### src/rtl/ps2_kbd_pkg.sv
// ps2_kbd_pkg
//   Shared definitions for the PS/2 keyboard event sequencer: prefix byte
//   values, field widths, FSM state encoding and the key-event record.
package ps2_kbd_pkg;

    localparam logic [7:0] PS2_PFX_EXT = 8'hE0;  // extended-key prefix
    localparam logic [7:0] PS2_PFX_BRK = 8'hF0;  // break (release) prefix
    localparam int         PS2_CODE_W  = 8;      // scan-code width
    localparam int         PS2_KEY_W   = 9;      // {ext, code}

    typedef enum logic [1:0] {
        ST_IDLE   = 2'd0,
        ST_POP    = 2'd1,
        ST_DECODE = 2'd2,
        ST_EMIT   = 2'd3
    } kbd_state_e;

    typedef struct packed {
        logic                  rel;   // 1 = release, 0 = press
        logic                  ext;   // event was E0-prefixed
        logic [PS2_CODE_W-1:0] code;  // scan code with prefixes stripped
    } kbd_evt_t;

endpackage

### src/rtl/ps2_pfx_timer.sv
// ps2_pfx_timer
//   Down-counter that bounds how long a dangling E0/F0 prefix may wait for
//   its scan code.
//   Ports:
//     clk, clrn  clock / asynchronous active-low reset
//     load_i     (re)start the countdown at TMO
//     clr_i      stop the countdown (prefix consumed)
//     expire_o   one-cycle pulse on the edge where the countdown runs out
module ps2_pfx_timer #(
    parameter int TMO = 4096
) (
    input  logic clk,
    input  logic clrn,
    input  logic load_i,
    input  logic clr_i,
    output logic expire_o
);
    localparam int W = $clog2(TMO + 1);

    logic [W-1:0] cnt_q, cnt_d;

    // Expiry fires on the edge that takes the count 1 -> 0, i.e. TMO edges
    // after the load edge. A load or clear on that same edge takes priority.
    assign expire_o = (cnt_q == W'(1)) && !load_i && !clr_i;

    always_comb begin
        cnt_d = cnt_q;
        if (load_i) begin
            cnt_d = W'(TMO);
        end else if (clr_i) begin
            cnt_d = '0;
        end else if (cnt_q != '0) begin
            cnt_d = cnt_q - W'(1);
        end
    end

    always_ff @(posedge clk or negedge clrn) begin
        if (!clrn) begin
            cnt_q <= '0;
        end else begin
            cnt_q <= cnt_d;
        end
    end

endmodule

### src/rtl/ps2_kbd_ctrl.sv
// ps2_kbd_ctrl
//   Pops scan-code bytes from the ps2_keyboard FIFO, folds E0/F0 prefixes
//   into whole key events, filters typematic repeats of the held key and
//   presents events on a valid/ready port.
//   Ports:
//     clk, clrn                    clock / asynchronous active-low reset
//     kbd_data, kbd_ready          FIFO head byte / FIFO non-empty
//     kbd_overflow                 FIFO overflow flag
//     kbd_nextdata_n               active-low one-cycle pop strobe
//     evt_valid, evt_ready         event handshake
//     evt_code, evt_ext, evt_release  event fields
//     key_down, cur_code           held-key status, {ext,code} of held key
//     press_cnt                    wrapping count of emitted presses
//     ovf_sticky, ovf_clr          sticky overflow flag and its clear
module ps2_kbd_ctrl
    import ps2_kbd_pkg::*;
#(
    parameter bit REPEAT_EN = 1'b0,
    parameter int CNT_W     = 8,
    parameter int PFX_TMO   = 4096
) (
    input  logic                  clk,
    input  logic                  clrn,
    input  logic [PS2_CODE_W-1:0] kbd_data,
    input  logic                  kbd_ready,
    input  logic                  kbd_overflow,
    output logic                  kbd_nextdata_n,
    output logic                  evt_valid,
    input  logic                  evt_ready,
    output logic [PS2_CODE_W-1:0] evt_code,
    output logic                  evt_ext,
    output logic                  evt_release,
    output logic                  key_down,
    output logic [PS2_KEY_W-1:0]  cur_code,
    output logic [CNT_W-1:0]      press_cnt,
    output logic                  ovf_sticky,
    input  logic                  ovf_clr
);
    kbd_state_e            state_q, state_d;
    logic [PS2_CODE_W-1:0] byte_q, byte_d;
    logic                  ext_f_q, ext_f_d;
    logic                  brk_f_q, brk_f_d;
    logic                  nextdata_n_q, nextdata_n_d;
    logic                  evt_valid_q, evt_valid_d;
    kbd_evt_t              evt_q, evt_d;
    logic                  key_down_q, key_down_d;
    logic [PS2_KEY_W-1:0]  cur_code_q, cur_code_d;
    logic [CNT_W-1:0]      press_cnt_q, press_cnt_d;
    logic                  ovf_q, ovf_d;

    logic                  tmr_load, tmr_clr, tmr_expire;
    logic [PS2_KEY_W-1:0]  key_w;

    assign key_w = {ext_f_q, byte_q};

    ps2_pfx_timer #(.TMO(PFX_TMO)) u_pfx_timer (
        .clk      (clk),
        .clrn     (clrn),
        .load_i   (tmr_load),
        .clr_i    (tmr_clr),
        .expire_o (tmr_expire)
    );

    always_comb begin
        state_d      = state_q;
        byte_d       = byte_q;
        ext_f_d      = ext_f_q;
        brk_f_d      = brk_f_q;
        nextdata_n_d = 1'b1;
        evt_valid_d  = evt_valid_q;
        evt_d        = evt_q;
        key_down_d   = key_down_q;
        cur_code_d   = cur_code_q;
        press_cnt_d  = press_cnt_q;
        ovf_d        = ovf_q;
        tmr_load     = 1'b0;
        tmr_clr      = 1'b0;

        case (state_q)
            ST_IDLE: begin
                // No pop while an event is still pending; the FIFO absorbs it.
                if (kbd_ready && !evt_valid_q) begin
                    byte_d       = kbd_data;
                    nextdata_n_d = 1'b0;
                    state_d      = ST_POP;
                end
            end
            ST_POP: begin
                state_d = ST_DECODE;
            end
            ST_DECODE: begin
                state_d = ST_IDLE;
                if (byte_q == PS2_PFX_EXT) begin
                    ext_f_d  = 1'b1;
                    tmr_load = 1'b1;
                end else if (byte_q == PS2_PFX_BRK) begin
                    brk_f_d  = 1'b1;
                    tmr_load = 1'b1;
                end else begin
                    ext_f_d = 1'b0;
                    brk_f_d = 1'b0;
                    tmr_clr = 1'b0 | 1'b1;
                    if (brk_f_q) begin
                        evt_d       = '{rel: 1'b1, ext: ext_f_q, code: byte_q};
                        evt_valid_d = 1'b1;
                        state_d     = ST_EMIT;
                        // Releasing some other key leaves the held key alone.
                        if (key_w == cur_code_q) begin
                            key_down_d = 1'b0;
                        end
                    end else if (key_down_q && key_w == cur_code_q) begin
                        // Typematic repeat: optionally forwarded, never counted.
                        if (REPEAT_EN) begin
                            evt_d       = '{rel: 1'b0, ext: ext_f_q, code: byte_q};
                            evt_valid_d = 1'b1;
                            state_d     = ST_EMIT;
                        end
                    end else begin
                        evt_d       = '{rel: 1'b0, ext: ext_f_q, code: byte_q};
                        evt_valid_d = 1'b1;
                        state_d     = ST_EMIT;
                        cur_code_d  = key_w;
                        key_down_d  = 1'b1;
                        press_cnt_d = press_cnt_q + CNT_W'(1);
                    end
                end
            end
            ST_EMIT: begin
                if (evt_ready) begin
                    evt_valid_d = 1'b0;
                    state_d     = ST_IDLE;
                end
            end
            default: begin
                state_d = ST_IDLE;
            end
        endcase

        // A stale prefix is dropped without producing an event.
        if (tmr_expire) begin
            ext_f_d = 1'b0;
            brk_f_d = 1'b0;
        end

        // Overflow invalidates any half-assembled prefix and wins over clear.
        if (kbd_overflow) begin
            ext_f_d = 1'b0;
            brk_f_d = 1'b0;
            ovf_d   = 1'b1;
        end else if (ovf_clr) begin
            ovf_d = 1'b0;
        end
    end

    always_ff @(posedge clk or negedge clrn) begin
        if (!clrn) begin
            state_q      <= ST_IDLE;
            byte_q       <= '0;
            ext_f_q      <= 1'b0;
            brk_f_q      <= 1'b0;
            nextdata_n_q <= 1'b1;
            evt_valid_q  <= 1'b0;
            evt_q        <= '0;
            key_down_q   <= 1'b0;
            cur_code_q   <= '0;
            press_cnt_q  <= '0;
            ovf_q        <= 1'b0;
        end else begin
            state_q      <= state_d;
            byte_q       <= byte_d;
            ext_f_q      <= ext_f_d;
            brk_f_q      <= brk_f_d;
            nextdata_n_q <= nextdata_n_d;
            evt_valid_q  <= evt_valid_d;
            evt_q        <= evt_d;
            key_down_q   <= key_down_d;
            cur_code_q   <= cur_code_d;
            press_cnt_q  <= press_cnt_d;
            ovf_q        <= ovf_d;
        end
    end

    assign kbd_nextdata_n = nextdata_n_q;
    assign evt_valid      = evt_valid_q;
    assign evt_code       = evt_q.code;
    assign evt_ext        = evt_q.ext;
    assign evt_release    = evt_q.rel;
    assign key_down       = key_down_q;
    assign cur_code       = cur_code_q;
    assign press_cnt      = press_cnt_q;
    assign ovf_sticky     = ovf_q;

endmodule

### config.mk
export PLATFORM = sky130hd
export DESIGN_NAME = ps2_kbd_ctrl
export DESIGN_NICKNAME = d
export VERILOG_FILES = /design/src/rtl/ps2_kbd_pkg.sv /design/src/rtl/ps2_pfx_timer.sv /design/src/rtl/ps2_kbd_ctrl.sv
export SDC_FILE = /design/constraint.sdc
export NUM_CORES = 1
export LEC_CHECK = 0
export ABC_AREA = 1
export CAP_MARGIN = 40
export CORE_MARGIN = 5
export CORE_UTILIZATION = 40
export DETAILED_ROUTE_END_ITERATION = 10
export GPL_TIMING_DRIVEN = 1
export HOLD_SLACK_MARGIN = 0.15
export SYNTH_ARGS = -nofsm -noshare
export SYNTH_HDL_FRONTEND = slang
export SYNTH_SLANG_ARGS = --single-unit
export TNS_END_PERCENT = 100
### constraint.sdc
create_clock -name clk -period 2.2 [get_ports clk]
set_clock_uncertainty 0.1 [all_clocks]
set_input_delay 0.44 -clock clk [delete_from_list [all_inputs] [get_ports clk]]
set_output_delay 0.44 -clock clk [all_outputs]
set_load 0.01 [all_outputs]
==> results.txt <==
- In this run the remaining antenna-violating nets after routing total 0.
- Share of final-layout standard cells stronger than drive strength 1: 17.8%
- For this configuration, the core starts out at a cell density of 40.5%.
* Transition time at the pin with the least slew margin: 0.403 ns
- The tool flagged a number of max-cap violations equal to 0.
- Part of the total power dissipated in the clock network: 11.8%
- Length of the first detailed-routing pass in iterations: 4
- Register bit count reported by yosys: 56
- Net switching is 43.5% of the power.
* Clock insertion delay at the later pin of the skew report: 0.31 ns
- Mapped Cells: 321
* Cell Area, Synth: 2910 sq um
* Number of antenna violations at the first check in global routing: 0
- Number of distinct library cells after synthesis: 34
- Measured along the y axis, the die boundary spans 95.2 um.
- After detailed routing, the total wire length is 5.90 mm.
- Post-route clock period utilization: 86.4%
* Final setup violation count: 0
- Share of total power in sequential cells: 37.4%
- Row cnt: 31
* TritonCTS clock tree: done
- The floorplan step defined a core boundary enclosing 7180 sq um.
* Cell chosen for the clock root: clkbuf_8
* Outcome: finished clean
* Die area: 9070 sq um
- The longest clock path from root to sink contains 2 buffers.
- Number of nets in the synthesized netlist: 339
- The worst setup path is of the reg2out kind.
- At the worst endpoint, the arrival time is 1.36 ns.
* GRT Resource Usage Total: 14.1%
- Vias/cell: 4.54
* Wire length of the first global-routing pass: 10.1 mm
- Largest fanout on the critical path: 1
* Final-stage net count: 387
- Estimated wirelength of the detail-placed design: 4.38 mm
- Counting the fill cells in the layout gives 695.
- The Yosys step of the flow raised 0 warnings.
* Vias after detailed routing: 2131
- The library cells used most frequently in the layout, excluding fill and tap cells, are nand2_1, dfrtp_1, clkdlybuf4s50_1.
- Category of cells accounting for the largest share of critical-path delay: buffers and inverters
* Iter 0 DRT Violations: 67
- Worst-path cell chain: clkdlybuf4s50_1
* Number of buffers inserted by post-CTS setup repair: 0
* Final hold violation count: 0
- In this run the worst hold path is classified as reg2reg.
* Kind of end point of the critical path: output pin
- Critical-path top delay cell: clkdlybuf4s50_1
* I/O pin total: 45
* Largest net degree at the start of global routing: 47
- Type of origin of the critical path: register
- Number of CTS-inserted buffers: 5
- Number of clock sinks: 56
- Avg Inst Size Synth: 9.05 sq um
* Unrepaired setup endpoints after global routing: no
- Global placement routability congestion: 0.806
- The library cell used most frequently in the layout, excluding fill and tap cells, is nand2_1.
* Fraction of the yosys area taken by sequential cells: 48.3%
- Detailed-route wire length per cell: 12.6 um
- Final core occ: 49.0%
* GRT overflow: 0
* Static power due to leakage: 1.64 nW
- Total count of max-transition violations in the final report: 0
* Internal power component: 0.00284 W
- CP Buf/Inv Count: 1
- Counting I/O delays and the setup requirement, the final critical path takes 1.90 ns.
- The H-tree was split into 2 levels.
- Switching power: 0.00219 W
* Delay of the slowest critical-path stage: 0.53 ns
- For the worst setup path, the data required time is 1.66 ns.
- Quantity of I/O buffers inserted on ports: 44
- The number of antenna diodes in the final layout is 0.
* Area growth syn-to-layout: 21.0%
* Achievable clock frequency: 526 MHz
- Power density over the cells: 1430 nW/um^2
- Via count of the first global-routing pass: 2056
* Post-detailed-route DRC marker count: 0
- After clock tree synthesis, the clock-pin slew on the worst setup and hold paths is 0.10 ns.
- Final total negative setup slack: 0 ns
* Slew Limit Headroom: 73.1%
* Fraction of power consumed by combinational cells: 50.8%
- The floorplan step set the die width to 95.2 um.
- Maximum vdd drop: 0.371 mV
[metrics by stage]
step                instance area [sq um]  setup WS [ns]  hold slack, ns  std cells  power [W]
floorplan                            2910          0.670          0.0444        321    0.00377
global placement                     3410          0.411           0.239        460    0.00445
detailed placement                   3410          0.388           0.248        460    0.00450
CTS                                  3510          0.284           0.388        469    0.00511
global route                         3510          0.167           0.420        469    0.00551
finish                               3510          0.299           0.381        469    0.00503
[metal layers]
metal	part of all wire [%]	up-vias	global-route usage, %
met1	51	969	20.5
met2	43	33	20.8
met3	4.3	6	2.84
li1	-	1123	-
met5	0	-	0
met4	1.4	0	4.69
[final timing paths]
check,from,depth (start not counted),slack [ns],endpoint
setup / recovery,kbd_nextdata_n,1,0.30,kbd_nextdata_n
hold / removal,evt_release,2,0.38,evt_release
setup reg to reg,u_pfx_timer.cnt_q[0],9,0.38,u_pfx_timer.cnt_q[5]
hold reg to reg,evt_release,2,0.38,evt_release
max in group asynchronous,clrn,3,0.96,kbd_nextdata_n
min in group asynchronous,clrn,2,0.45,u_pfx_timer.cnt_q[9]
[timing repair]
action	CTS	global route
resized for setup	0	0
endpoints found under the hold margin	10	0
hold buffers	1	0
[state kept, by name (all words and copies together) (netlist names), 2 cells and up]
register / count
u_pfx_timer.cnt_q: 13
cur_code: 9
byte_q: 8
evt_code: 8
press_cnt: 8
state_q: 2
[cells by family after synthesis]
| group | synth area share (%) |
|---|---|
| AOI/OAI and AO/OA | 9.69 |
| xor gates and xnor gates | 3.62 |
| adders and majority gates | 1.72 |
| buffers and inverters | 7.45 |
| DFF | 48.3 |
| muxes | 0.388 |
| and+or+nand+nor | 28.9 |
[Yosys cell counts, drive strengths merged]
cell type	instances	area share [%]
nand2	91	15
dfrtp	55	47
inv	34	4.4
nor2	31	5.0
nand3	22	5.4
o21ai	22	5.0
a21oi	20	3.4
xnor2	10	3.0
nand4	7	1.5
buf	6	2.9
nor3	6	1.7
a211oi	4	1.0
ha	4	1.7
xor2	2	0.60
clkbuf	1	0.13
dfstp	1	0.90
mux2	1	0.39
nand3b	1	0.26
nor4	1	0.22
o21a	1	0.26
or2	1	0.22
[power groups by stage]
stage	Sequential [W]	Clock (W)	Combinational (W)
after floorplan	0.00192	0	0.00185
after global placement	0.00190	0	0.00255
after detailed placement	0.00191	0	0.00259
after CTS	0.00189	0.000618	0.00260
after global routing	0.00196	0.000655	0.00290
final	0.00188	0.000593	0.00256
[final cells by class]
class,instances,area (sq um),share of cell area (%)
flip-flops and latches,56,1400,39.9
multi-input cells,224,1290,36.6
repair buffers,48,480,13.7
inverters,34,128,3.63
well taps,99,124,3.52
clock buffers,7,86.3,2.46
clock inverters,1,7.51,0.214
No activity file was read; power rests on OpenSTA's default activity.
